File: src/rtl/header_pkg.sv
// rtl/header_pkg.sv - shared types and helpers for the header inserter/remover pair
package header_pkg;

  typedef enum logic [1:0] {HI_IDLE, HI_HDR, HI_PAYLOAD} hdr_ins_state_e;

  function automatic int num_hdr_beats(input int header_size, input int data_width);
    return (data_width > 0) ? (header_size / data_width) : 0;
  endfunction

endpackage

File: src/rtl/avalon_st_if.sv
// rtl/avalon_st_if.sv - Avalon-ST style stream bundle with source/sink views
interface avalon_st_if #(
  parameter int DATA_WIDTH = 16
) ();
  logic [DATA_WIDTH-1:0] data;
  logic                  valid;
  logic                  ready;
  logic                  sop;
  logic                  eop;

  modport master (output data, output valid, output sop, output eop, input ready);
  modport slave  (input data, input valid, input sop, input eop, output ready);
endinterface

File: src/rtl/header_inserter.sv
// rtl/header_inserter.sv - prepends a multi-beat header (MSB first) to each stream packet
module header_inserter
  import header_pkg::*;
#(
  parameter int DATA_WIDTH  = 16,
  parameter int HEADER_SIZE = 16
) (
  input  logic                   clk,
  input  logic                   rst,
  input  logic [HEADER_SIZE-1:0] header_data,
  input  logic                   header_valid,
  output logic                   header_ready,
  avalon_st_if.slave             data_in,
  avalon_st_if.master            data_out
);

  localparam int NUM_BEATS = num_hdr_beats(HEADER_SIZE, DATA_WIDTH);
  localparam int CNT_W     = $clog2(NUM_BEATS) + 1;
  localparam logic [CNT_W-1:0] LAST_BEAT = CNT_W'(NUM_BEATS - 1);

  if (HEADER_SIZE == 0 || (HEADER_SIZE % DATA_WIDTH) != 0) begin : g_bad_cfg
    $error("header_inserter: HEADER_SIZE must be a nonzero multiple of DATA_WIDTH");
  end

  hdr_ins_state_e         state_q, state_d;
  logic [HEADER_SIZE-1:0] hdr_sreg_q, hdr_sreg_d;
  logic [CNT_W-1:0]       beat_cnt_q, beat_cnt_d;

  // Input sop carries no meaning here: the header beat owns the packet start.
  logic sop_in_unused;
  assign sop_in_unused = data_in.sop;

  always_comb begin
    state_d       = state_q;
    hdr_sreg_d    = hdr_sreg_q;
    beat_cnt_d    = beat_cnt_q;
    header_ready  = 1'b0;
    data_in.ready = 1'b0;
    data_out.valid = 1'b0;
    data_out.data  = '0;
    data_out.sop   = 1'b0;
    data_out.eop   = 1'b0;

    case (state_q)
      HI_IDLE: begin
        header_ready = 1'b1;
        if (header_valid) begin
          hdr_sreg_d = header_data;
          beat_cnt_d = '0;
          state_d    = HI_HDR;
        end
      end

      HI_HDR: begin
        data_out.valid = 1'b1;
        data_out.data  = hdr_sreg_q[HEADER_SIZE-1 -: DATA_WIDTH];
        data_out.sop   = (beat_cnt_q == '0);
        if (data_out.ready) begin
          hdr_sreg_d = hdr_sreg_q << DATA_WIDTH;
          beat_cnt_d = beat_cnt_q + CNT_W'(1);
          if (beat_cnt_q == LAST_BEAT) begin
            state_d = HI_PAYLOAD;
          end
        end
      end

      HI_PAYLOAD: begin
        data_out.valid = data_in.valid;
        data_out.data  = data_in.data;
        data_out.eop   = data_in.eop;
        data_in.ready  = data_out.ready;
        if (data_in.valid && data_out.ready && data_in.eop) begin
          state_d = HI_IDLE;
        end
      end

      default: state_d = HI_IDLE;
    endcase
  end

  always_ff @(posedge clk or posedge rst) begin
    if (rst) begin
      state_q    <= HI_IDLE;
      hdr_sreg_q <= '0;
      beat_cnt_q <= '0;
    end else begin
      state_q    <= state_d;
      hdr_sreg_q <= hdr_sreg_d;
      beat_cnt_q <= beat_cnt_d;
    end
  end

endmodule

File: src/flat_wrapper.sv
// flat-port wrapper written by rule: the top's interface ports become plain ports
module header_inserter_flat import header_pkg::*;
#(
  parameter int DATA_WIDTH  = 16,
  parameter int HEADER_SIZE = 16
)
  (clk, rst, header_data, header_valid, header_ready, data_in_data, data_in_valid, data_in_sop, data_in_eop, data_in_ready, data_out_data, data_out_valid, data_out_sop, data_out_eop, data_out_ready);
  avalon_st_if #(.DATA_WIDTH(DATA_WIDTH)) data_in_i ();
  avalon_st_if #(.DATA_WIDTH(DATA_WIDTH)) data_out_i ();
  input  logic clk;
  input  logic rst;
  input  logic [HEADER_SIZE-1:0] header_data;
  input  logic header_valid;
  output logic header_ready;
  input wire logic [$bits(data_in_i.data)-1:0] data_in_data;
  input wire logic [$bits(data_in_i.valid)-1:0] data_in_valid;
  input wire logic [$bits(data_in_i.sop)-1:0] data_in_sop;
  input wire logic [$bits(data_in_i.eop)-1:0] data_in_eop;
  output wire logic [$bits(data_in_i.ready)-1:0] data_in_ready;
  output wire logic [$bits(data_out_i.data)-1:0] data_out_data;
  output wire logic [$bits(data_out_i.valid)-1:0] data_out_valid;
  output wire logic [$bits(data_out_i.sop)-1:0] data_out_sop;
  output wire logic [$bits(data_out_i.eop)-1:0] data_out_eop;
  input wire logic [$bits(data_out_i.ready)-1:0] data_out_ready;
  assign data_in_i.data = data_in_data;
  assign data_in_i.valid = data_in_valid;
  assign data_in_i.sop = data_in_sop;
  assign data_in_i.eop = data_in_eop;
  assign data_in_ready = data_in_i.ready;
  assign data_out_data = data_out_i.data;
  assign data_out_valid = data_out_i.valid;
  assign data_out_sop = data_out_i.sop;
  assign data_out_eop = data_out_i.eop;
  assign data_out_i.ready = data_out_ready;
  header_inserter #(.DATA_WIDTH(DATA_WIDTH), .HEADER_SIZE(HEADER_SIZE)) u_core (.clk(clk), .rst(rst), .header_data(header_data), .header_valid(header_valid), .header_ready(header_ready), .data_in(data_in_i), .data_out(data_out_i));
endmodule
File: config.mk
export PLATFORM = sky130hd
export DESIGN_NAME = header_inserter_flat
export DESIGN_NICKNAME = d
export VERILOG_FILES = /design/src/rtl/header_pkg.sv /design/src/rtl/avalon_st_if.sv /design/src/rtl/header_inserter.sv /design/src/flat_wrapper.sv
export SDC_FILE = /design/constraint.sdc
export NUM_CORES = 1
export LEC_CHECK = 0
export BUFFER_PORTS_ARGS = -buffer_cell sky130_fd_sc_hd__buf_2
export CORE_ASPECT_RATIO = 2
export CORE_MARGIN = 1
export CORE_UTILIZATION = 45
export CTS_BUF_LIST = sky130_fd_sc_hd__clkbuf_16
export DETAILED_ROUTE_END_ITERATION = 7
export GPL_ROUTABILITY_DRIVEN = 0
export PLACE_DENSITY = 0.79
export SYNTH_ARGS = -nofsm -noshare
export SYNTH_HDL_FRONTEND = slang
export SYNTH_SLANG_ARGS = --single-unit
File: constraint.sdc
create_clock -name clk -period 2 [get_ports clk]
set_input_delay 0.3 -clock clk [delete_from_list [all_inputs] [get_ports clk]]
set_output_delay 0.3 -clock clk [all_outputs]
set_load 0.01 [all_outputs]
# Yosys cells after proc, flatten, opt, wreduce, memory -nomap -nowiden
# Index checks and enable logic that the tools add are counted.
# word_totals
reg_bits,19
input_bits,39
output_inout_bits,21
# op_classes
add_sub_neg,1
eq_ne,6
muxes,17
bitwise,1
n_reduce_logical,6
# op_table
operator,n
16-bit case mux with 2 select lines,2
16-bit two-way mux,2
2-bit two-way mux,4
1-bit two-way mux,6
2-bit != test (second input constant),3
2-bit case mux with 3 select lines,1
1-bit case mux with 2 select lines,2
4-bit AND reduction,1
3-bit AND reduction,1
2-bit by 1-bit == test with 1-bit output (second input constant),1
2-bit == test (second input constant),1
1-bit logical AND,2
2-bit logical NOT,1
2-bit by 1-bit != test with 1-bit output (second input constant),1
2-bit nonzero test,1
1-bit adder (second input constant),1
1-bit inverter,1

# Longest topological paths before layout
# Gate-level depths: netlist (run 1).
# depth
ltp_word,4
depth_mapped,6

# Worst setup path before layout (run 1)
# Ideal clock, no wire load.
# synth_timing
path_type,reg2out
from,register u_core.state_q[0]
to,output data_out_data[0]
arrival_time_ns,1.419
required_ns,1.700
slack_ns,0.281
stages_incl_launch_ff,7
n_path_buf,2
path_cell_list,dfrtp_1 inv_1 ha_1 buf_2 clkbuf_1 a22oi_1 nor2b_1
# synth_between
elab_chain_cells,2
elab_cells_between_ends,3
# synth_lines
element,line_no,source
from (decl),header_inserter.sv:25,"hdr_ins_state_e state_q, state_d;"
from (signal assigned),header_inserter.sv:87,state_q <= state_d;
2-bit == test or 2-bit by 1-bit == test with 1-bit output (tied branches),header_inserter.sv:44,case (state_q)
16-bit case mux with 2 select lines *,header_inserter.sv:44,
to (decl),flat_wrapper.sv:20,output wire logic [$bits(data_out_i.data)-1:0] data_out_data;
# Every way passes the cells marked *; elsewhere a longest branch is shown, timed or not.

# Worst setup path after layout (run 1)
# layout_timing
from,register u_core.state_q[0]
to,output data_out_data[6]
# Same word-level chain as after synthesis.

==> results of run 1 <==
==> per-stage QoR <==
stage	total power (uW)	worst slack, ns	hold slack (ns)
after floorplan	1680	0.281	0.251
after global placement	2050	0.239	0.436
after detailed placement	2130	0.169	0.447
after CTS	2540	0.0251	0.181
after global routing	2760	0.00798	0.218
final	2560	0.105	0.157
==> timing repair <==
action,in CTS,in global routing
cloned,0,0
hold buffers,0,0
gates resized for setup,1,4
endpoints found under the setup margin,10,16
==> metal layers <==
| layer | track usage | part of all wire | vias up |
|---|---|---|---|
| met1 | 0.236 | 0.37 | 562 |
| met2 | 0.426 | 0.57 | 35 |
| met4 | 0.0958 | 0.020 | 0 |
| li1 | - | - | 580 |
| met5 | 0 | 0 | - |
| met3 | 0.0525 | 0.040 | 7 |
==> path summary, 6_finish.rpt <==
check / startpoint / end / cells past startpoint
worst max-delay path: u_core.state_q[0] / data_out_data[6] / 6
worst min-delay path: rst / u_core.hdr_sreg_q[10] / 2
worst max register to register: u_core.state_q[1] / u_core.state_q[0] / 5
worst min register to register: u_core.hdr_sreg_q[14] / u_core.hdr_sreg_q[14] / 2
max in group asynchronous: rst / u_core.hdr_sreg_q[8] / 2
min in group clk: header_data[7] / u_core.hdr_sreg_q[7] / 3
==> synthesized netlist by cell type <==
library cell	instances
a2111oi_4	1
a21oi_1	1
a22o_1	1
a22oi_1	16
and2_1	2
and2_4	1
buf_2	1
buf_6	1
clkbuf_1	8
clkbuf_2	1
dfrtp_1	19
ha_1	4
inv_1	19
mux2_2	2
mux2i_1	1
nand2b_1	2
nand3_1	1
nor2b_1	20
o21ai_0	17
o31ai_1	16
==> cell usage in the layout, fill, tap and decap left out, drive strengths merged <==
cell type,netlist,routed
buf,2,63
inv,19,20
nor2b,20,20
dfrtp,19,19
o21ai,17,17
o31ai,16,16
a22oi,16,16
ha,4,4
clkbuf,9,3
and2,3,3
nand2b,2,2
mux2,2,2
mux2i,1,1
a22o,1,1
nand3,1,1
a2111oi,1,1
a21oi,1,1
==> logic make-up (layout without fill, tap and decap cells) <==
group	Yosys count	count (layout)	synth area share
fa+ha+maj	4	4	0.0413
flops	19	19	0.393
simple gates	26	26	0.135
compound gates	52	52	0.303
buf+inv	30	86	0.101
mux	3	3	0.0269
==> power by group <==
| group | switching [uW] | total [uW] | internal [uW] |
|---|---|---|---|
| registers | 108 | 675 | 567 |
| logic | 806 | 1490 | 682 |
| clock network | 135 | 400 | 266 |
==> worst max-delay path, delay by kind of cell, from the launching register on <==
family                   cells  cell delay (ns)
flip-flops                   1             0.41
AO/OA/AOI/OAI                1             0.09
buffers and inverters        3             0.49
AND/OR/NAND/NOR              1             0.12
adder cells (fa/ha/maj)      1             0.24
==> registers in the layout, indices dropped and copies added (netlist names) <==
name / flops
u_core.state_q: 2
u_core.hdr_sreg_q: 16
u_core.beat_cnt_q: 1
==> final cells by class <==
type	count	area [sq um]	share of cell area
well taps	28	35.0	0.0215
clock inverters	1	3.75	0.00230
flip-flops and latches	19	475	0.292
multi-input cells	85	637	0.391
inverters	19	71.3	0.0438
repair buffers	63	332	0.204
clock buffers	3	75.1	0.0461
==> impl_metrics.py, run 1 <==
metrics = {
    "outcome": {
        "status": "completed",
    },
    "worst_setup_path": {
        "path_cells": "inv_1, ha_4, buf_4, a22oi_1, nor2b_1, buf_2",
        "endpoint_kind": "output port",
        "cp.required_ns": 1.70,
        "critical_path_class": "reg -> out",
        "slowest_delay_ns": 0.41,
        "regToRegSetupSlack_ns": 0.28,
        "arrival_ns": 1.59,
        "worst-path-max-fanout": 11,
        "critPathLaunchType": "register",
        "cp_slowest_cell": "dfrtp_1",
    },
    "clocking": {
        "clkTransAtPathRegs_ns": 0.05,
        "insertion_delay_ns": 0.25,
        "cts_setup_buffers": 0,
        "cts_tree": "done",
        "cts_root_buffer": "clkbuf_16",
        "cts.sinks": 19,
        "cts_made_buffers": 3,
        "cts_htree_levels": 1,
        "cts.path.max_buffers": 2,
    },
    "die": {
        "core_area_sq_um": 2540,
        "rows": 26,
        "chipHeight_um": 75.4,
        "die_area_sq_um": 2920,
        "die_w_um": 38.7,
        "boundaryPins": 60,
        "start_util": 0.477,
    },
    "route": {
        "viasPerCell": 5.43,
        "drt_iter0_drc": 30,
        "wl_per_cell_um": 14.0,
        "wirelength_mm": 3.05,
        "first_pass_iters": 6,
        "dr_total_vias": 1184,
        "ant_nets": 0,
        "route.detailed.drc": 0,
    },
    "placed_design": {
        "place_hpwl_mm": 2.32,
        "portBuffers": 58,
        "dp_cells": 214,
        "placedInstanceArea_sq_um": 1530,
    },
    "layout": {
        "fin_cells": 218,
        "drive_gt1_frac": 0.389,
        "final_util": 0.642,
        "finalInstanceArea_sq_um": 1630,
        "diodes": 0,
        "fillers": 236,
        "final_nets": 234,
        "syn2layout_area_growth_pct": 34.5,
    },
    "grt": {
        "grt-ovfl-total": 0,
        "grt_util_all_layers": 0.231,
        "antenna_found_initial": 0,
        "grt_max_degree": 34,
        "grt_pass1_wl_mm": 4.80,
        "first_global_vias": 1144,
    },
    "min_path": {
        "hold_class": "in -> async",
    },
    "synth": {
        "ys_ff_latch": 19,
        "syn_inst": 134,
        "yosys.area.top_type_share": 0.393,
        "synthDistinctLibCells": 20,
        "yosys-top-cells-area": "dfrtp_1, nor2b_1, a22oi_1",
        "netlist_area_sq_um": 1210,
        "yosys_warnings": 0,
        "avgSynthCellArea_sq_um": 9.04,
        "syn_nets": 177,
        "yosysSeqAreaShare": 0.393,
        "post-synth-top-area-cell": "dfrtp_1",
    },
    "power": {
        "power.density_nw_per_um2": 1570,
        "irDropWorstVdd_mv": 0.857,
        "p_leak_uw": 0.000831,
    },
    "sta": {
        "hold_viol": 0,
        "finalSetupTns_ns": 0,
        "tightestPinTransition_ns": 0.702,
        "slew_headroom": 0.532,
        "rsz0062_at_grt": "no",
        "fmax_ghz": 0.528,
        "timing.final.crit_share": 0.947,
        "clock_skew_ns": 0.00130,
        "drv_slew": 0,
        "layout_min_cycle_time_ns": 1.89,
        "setup_viol": 0,
    },
    "run": {
        "drv_cap": 0,
    },
}
Note: power is estimated with default switching activity, not from simulation.
==> run 2: changes to the inputs <==
- ABC_AREA: unset -> 1
- PLACE_DENSITY: 0.79 -> 0.85
==> run 2 against run 1 <==
  * Register-to-register slack better by 0.05 ns
  * Critical path depth unchanged
  * Clock skew about the same
  * Sequential power about the same
  * Routed wire length up 3.2%
  * Design area down 2.6%
  * Non-clock buffer count up 2
  * Synthesized area down 3.3%
  * Total power up 1.8%
  * Via count up 7.2%
  * Critical endpoint is now data_out_data[4]
  * Largest cell class unchanged
==> impl_metrics.py, run 2 <==
metrics = {
    "power": {
        "irDropWorstVdd_mv": 0.922,
        "p_total_uw": 2610,
        "p_leak_uw": 0.000912,
        "power.density_nw_per_um2": 1640,
    },
    "clocking": {
        "cts_root_buffer": "clkbuf_16",
        "cts_htree_levels": 1,
        "cts_made_buffers": 3,
        "clkTransAtPathRegs_ns": 0.06,
        "cts_tree": "done",
        "insertion_delay_ns": 0.25,
        "cts.sinks": 19,
        "cts.path.max_buffers": 2,
    },
    "worst_setup_path": {
        "critPathLaunchType": "register",
        "critical_path_class": "reg -> out",
        "ff2ff_path_depth": 8,
        "path_cells": "inv_1, ha_1, clkinv_2, buf_4, a21oi_1, buf_2",
        "endpoint_kind": "output port",
        "slowest_delay_ns": 0.40,
        "cp_slowest_cell": "dfrtp_1",
        "worst-path-max-fanout": 7,
        "arrival_ns": 1.66,
        "cp.required_ns": 1.70,
        "regToRegSetupSlack_ns": 0.33,
        "worstReg2RegEnd": "u_core.hdr_sreg_q[10]",
        "r2r-start": "u_core.state_q[0]",
    },
    "synth": {
        "netlist_area_sq_um": 1170,
        "syn_nets": 205,
        "syn_inst": 162,
        "yosys_warnings": 0,
        "synth_flop_cell": "dfrtp_1",
        "yosys.area.top_type_share": 0.406,
        "ys_top_cells_by_count": "nand2_1, dfrtp_1, nand3_1",
        "ys_ff_latch": 19,
        "synthDistinctLibCells": 17,
        "synth_async_sr_flop_share": 1.00,
        "yosys-top-cells-area": "dfrtp_1, nand2_1, nand3_1",
        "avgSynthCellArea_sq_um": 7.23,
        "synth_edf_count": 0,
        "post-synth-top-area-cell": "dfrtp_1",
        "yosysSeqAreaShare": 0.406,
        "yosysMostFrequentCell": "nand2_1",
    },
    "route": {
        "wirelength_mm": 3.15,
        "dr_total_vias": 1269,
        "route.met3.wl_um": 107,
        "first_pass_iters": 6,
        "drt-met1-wl_mm": 1.14,
        "viasPerCell": 5.08,
        "drt_iter0_drc": 27,
        "route.detailed.drc": 0,
        "wl_per_cell_um": 12.6,
        "ant_nets": 0,
        "wl_met2_mm": 1.79,
        "routed.top_layer": "met4",
    },
    "placed_design": {
        "dp_cells": 245,
        "place_hpwl_mm": 2.23,
        "portBuffers": 58,
    },
    "die": {
        "die_w_um": 38.1,
        "start_util": 0.486,
        "rows": 25,
        "core_area_sq_um": 2410,
        "boundaryPins": 60,
        "die_area_sq_um": 2820,
        "chipHeight_um": 74.1,
    },
    "sta": {
        "setup_viol": 0,
        "clock_skew_ns": 0.00135,
        "slew_headroom": 0.500,
        "drv_slew": 0,
        "tightestPinTransition_ns": 0.750,
        "layout_min_cycle_time_ns": 1.96,
        "hold_viol": 0,
        "fmax_ghz": 0.509,
        "timing.final.crit_share": 0.982,
        "finalSetupTns_ns": 0,
        "rsz0062_at_grt": "no",
    },
    "layout": {
        "top_register": "u_core.hdr_sreg_q",
        "syn2layout_area_growth_pct": 35.5,
        "fin_cells": 250,
        "reg_top3": "u_core.hdr_sreg_q: 16 flops, u_core.state_q: 2 flops, u_core.beat_cnt_q: 1 flops",
        "diodes": 0,
        "drive_gt1_frac": 0.381,
        "largest_reg_flops": 16,
        "final_common_cell": "nand2_1",
        "final_cell_mix": "nand2_1, buf_2, nand3_1, dfrtp_1, a21oi_1",
        "final_util": 0.659,
        "final_nets": 267,
    },
    "grt": {
        "grt_util_all_layers": 0.241,
        "first_global_vias": 1170,
        "grt-ovfl-total": 0,
        "grt_max_degree": 20,
        "antenna_found_initial": 0,
        "grt_pass1_wl_mm": 4.83,
    },
    "run": {
        "drv_cap": 0,
    },
    "min_path": {
        "hold_class": "in -> async",
    },
    "outcome": {
        "status": "completed",
    },
}
## run 2: cell count changes in the layout (fill, tap and decap cells not counted), moves of 3 or more
cell and delta:
nor2_1 +3, nand2_2 +11, nor2b_1 -20, a22oi_1 -15, nand2_1 +68, inv_1 -12, nand3_1 +18, o31ai_1 -16
a21oi_1 +16, o21ai_0 -17
## run 2: metal layers
layer	GRT usage	vias up
li1	-	630
met1	0.241	590
met2	0.433	39
met3	0.0328	10
met4	0.159	0
met5	0	-
## run 2: cell type report
cell class              instances  area (sq um)
multi-input cells             124           594
fillers                       213           822
clock buffers                   3          75.1
clock inverters                 1          5.00
flip-flops and latches         19           475
inverters                      11          47.5
well taps                      27          33.8
repair buffers                 65           355
## run 2: worst max path at each step
| stage | start | end | slack, ns | cells past startpoint |
|---|---|---|---|---|
| floorplan | u_core.state_q[0] | data_out_data[0] | 0.42 | 5 |
| global placement | u_core.state_q[0] | data_out_data[11] | 0.32 | 6 |
| detailed placement | u_core.state_q[0] | data_out_data[8] | 0.26 | 6 |
| CTS | u_core.state_q[0] | data_out_data[4] | 0.009 | 6 |
| global route | u_core.state_q[1] | data_out_data[4] | 0.001 | 6 |
| finish | u_core.state_q[0] | data_out_data[4] | 0.04 | 6 |
## run 2: per-stage QoR
step           hold slack (ns)  setup WS, ns  cell area, sq um
2_1_floorplan            0.251         0.417              1170
3_3_place_gp             0.445         0.321              1500
3_5_place_dp             0.465         0.265              1500
4_1_cts                  0.194       0.00937              1580
5_1_grt                  0.225      0.000967              1590
6_report                 0.169        0.0352              1590
## run 2: logic make-up (layout without fill, tap and decap cells)
| logic type | after synthesis | in the layout | share of synthesized area |
|---|---|---|---|
| DFF | 19 | 19 | 0.406 |
| adders and majority gates | 4 | 4 | 0.0427 |
| AOI/OAI and AO/OA | 17 | 17 | 0.0726 |
| buffers and inverters | 19 | 80 | 0.0887 |
| and+or+nand+nor | 103 | 103 | 0.390 |
## run 2: critical path: cells and delay by family, from the launching register on
| family | cells | cell delay [ns] |
|---|---|---|
| adder cells (fa/ha/maj) | 1 | 0.30 |
| flip-flops | 1 | 0.40 |
| buffers and inverters | 4 | 0.55 |
| AO/OA/AOI/OAI | 1 | 0.15 |
## run 2: timing repair
action                                  4_1_cts  5_1_grt
setup buffers                                 0        1
gates cloned                                  0        0
hold buffers                                  0        0
endpoints found under the setup margin       11        2
resized for setup                             2        0
## run 2: power breakdown
group          switching, uW  leakage (uW)  internal (uW)
registers                113      0.000241            561
clock network            150     0.0000409            268
logic                    955      0.000630            563
total                   1220      0.000912           1390
==> run 3: changes to the inputs <==
- CORE_ASPECT_RATIO: 2 -> unset
- CORE_UTILIZATION: 45 -> 48
- PLACE_DENSITY: 0.85 -> 0.9
- clock period: 2 -> 2.4 ns (I/O delays scaled with it)
==> run 3 against run 2 <==
  * Sequential cell count is the same
  * Routed wire length shrank 9.0%
  * Sequential power shrank 16%
  * First-iteration DRC count grew 15%
  * Critical endpoint is now data_out_data[14]
==> impl_metrics.py, run 3 (synthesis results as in run 2) <==
metrics = {
    "die": {
        "die_w_um": 51.4,
        "chipHeight_um": 51.4,
        "core_area_sq_um": 2250,
        "start_util": 0.519,
        "boundaryPins": 60,
        "die_area_sq_um": 2640,
        "rows": 17,
    },
    "worst_setup_path": {
        "r2r-start": "u_core.state_q[1]",
        "cp_slowest_cell": "dfrtp_1",
        "critPathLaunchType": "register",
        "path_cells": "inv_1, ha_1, clkinv_1, a21oi_1, buf_2",
        "crit_path_start": "u_core.state_q[0]",
        "endpoint_kind": "output port",
        "worst-path-max-fanout": 17,
        "crit_family": "buffers and inverters",
        "cp_num_buf_inv": 3,
        "cp.required_ns": 2.04,
        "ff2ff_path_depth": 8,
        "slowest_delay_ns": 0.41,
        "critical_path_class": "reg -> out",
        "cp_num_cells": 5,
        "arrival_ns": 1.89,
    },
    "grt": {
        "grt_max_degree": 20,
        "grt.busiest_layer": "met2",
        "grt-ovfl-total": 0,
        "use_met3": 0.0238,
        "first_global_vias": 1132,
        "grt_util_all_layers": 0.234,
        "antenna_found_initial": 0,
        "grt_pass1_wl_mm": 4.59,
        "grt.met1_usage": 0.280,
        "grtUsageMet2": 0.424,
    },
    "placed_design": {
        "portBuffers": 58,
        "dp_cells": 242,
        "place_hpwl_mm": 1.97,
    },
    "power": {
        "p_total_uw": 2050,
        "p_switching_uw": 975,
        "irDropWorstVdd_mv": 0.676,
        "p_leak_uw": 0.000884,
        "p_sw_frac": 0.475,
        "p_comb_frac": 0.560,
        "pwr-share-clk": 0.164,
        "intPower_uw": 1080,
        "pwr-share-seq": 0.276,
        "power.density_nw_per_um2": 1340,
    },
    "layout": {
        "final_nets": 262,
        "fin_cells": 246,
        "largest_reg_flops": 16,
        "syn2layout_area_growth_pct": 31.0,
        "diodes": 0,
        "final_common_cell": "nand2_1",
        "final_util": 0.680,
        "drive_gt1_frac": 0.358,
        "final_cell_mix": "nand2_1, buf_2, nand3_1, dfrtp_1, a21oi_1",
        "reg_top3": "u_core.hdr_sreg_q: 16 flops, u_core.state_q: 2 flops, u_core.beat_cnt_q: 1 flops",
        "top_register": "u_core.hdr_sreg_q",
    },
    "route": {
        "dr_total_vias": 1233,
        "viasPerCell": 5.01,
        "drt_iter0_drc": 31,
        "ant_nets": 0,
        "wirelength_mm": 2.87,
        "first_pass_iters": 4,
        "wl_per_cell_um": 11.7,
        "route.detailed.drc": 0,
    },
    "min_path": {
        "hold_class": "in -> async",
    },
    "clocking": {
        "insertion_delay_ns": 0.25,
        "cts_resized": 0,
        "clkTransAtPathRegs_ns": 0.05,
        "cts.path.max_buffers": 2,
        "cts_tree": "done",
        "cts_setup_buffers": 0,
        "cts.sinks": 19,
        "cts_made_buffers": 3,
        "cts_root_buffer": "clkbuf_16",
        "cts_htree_levels": 1,
        "cts-hold-fix-buffers": 0,
    },
    "run": {
        "drv_cap": 0,
    },
    "sta": {
        "tightestPinTransition_ns": 0.697,
        "timing.final.crit_share": 0.938,
        "clock_skew_ns": 0.00377,
        "slew_headroom": 0.535,
        "rsz0062_at_grt": "no",
        "setup_viol": 0,
        "fmax_ghz": 0.444,
        "layout_min_cycle_time_ns": 2.25,
        "hold_viol": 0,
        "drv_slew": 0,
        "finalSetupTns_ns": 0,
    },
    "outcome": {
        "status": "completed",
    },
}
run 3: area by class of cell:
cell class	count	area [sq um]
timing repair buffer	60	305
inverter	11	46.3
sequential	19	475
multi-input combinational	124	592
clock inverter	1	5.00
fill	200	721
tap	28	35.0
clock buffer	3	75.1
run 3: final timing paths:
kind                                               to  slack [ns]
worst max-delay path                data_out_data[14]        0.15
worst min-delay path            u_core.hdr_sreg_q[10]        0.22
worst max register to register      u_core.state_q[1]        0.75
worst min register to register  u_core.hdr_sreg_q[14]        0.48
max in group asynchronous       u_core.hdr_sreg_q[13]        1.74
min in group clk                 u_core.hdr_sreg_q[9]        0.33
run 3: per-layer routing:
layer	wire length, um	vias up
li1	-	617
met1	1180	559
met2	1500	55
met3	179	2
met5	0	-
met4	15	0
run 3: worst reg2reg max path, cell delays in order, from the launching register on:
cell,delay (ns)
dfrtp_1,0.38
inv_1,0.09
ha_1,0.42
nand2_1,0.15
inv_1,0.05
nor2_1,0.20
nand2_1,0.11
nand2_1,0.07
nand2_1,0.06
run 3: through the flow:
stage	cell area (sq um)	worst slack [ns]	hold WS, ns
6_report	1530	0.149	0.218
2_1_floorplan	1170	0.757	0.311
3_5_place_dp	1450	0.474	0.466
4_1_cts	1530	0.178	0.238
5_1_grt	1530	0.0921	0.281
3_3_place_gp	1450	0.463	0.463
run 3: power by group through the flow:
stage	registers [uW]	logic [uW]	clock network, uW
final	567	1150	336
after global routing	579	1280	361
after CTS	563	1160	341
after detailed placement	563	1140	0
after global placement	555	1110	0
after floorplan	542	918	0
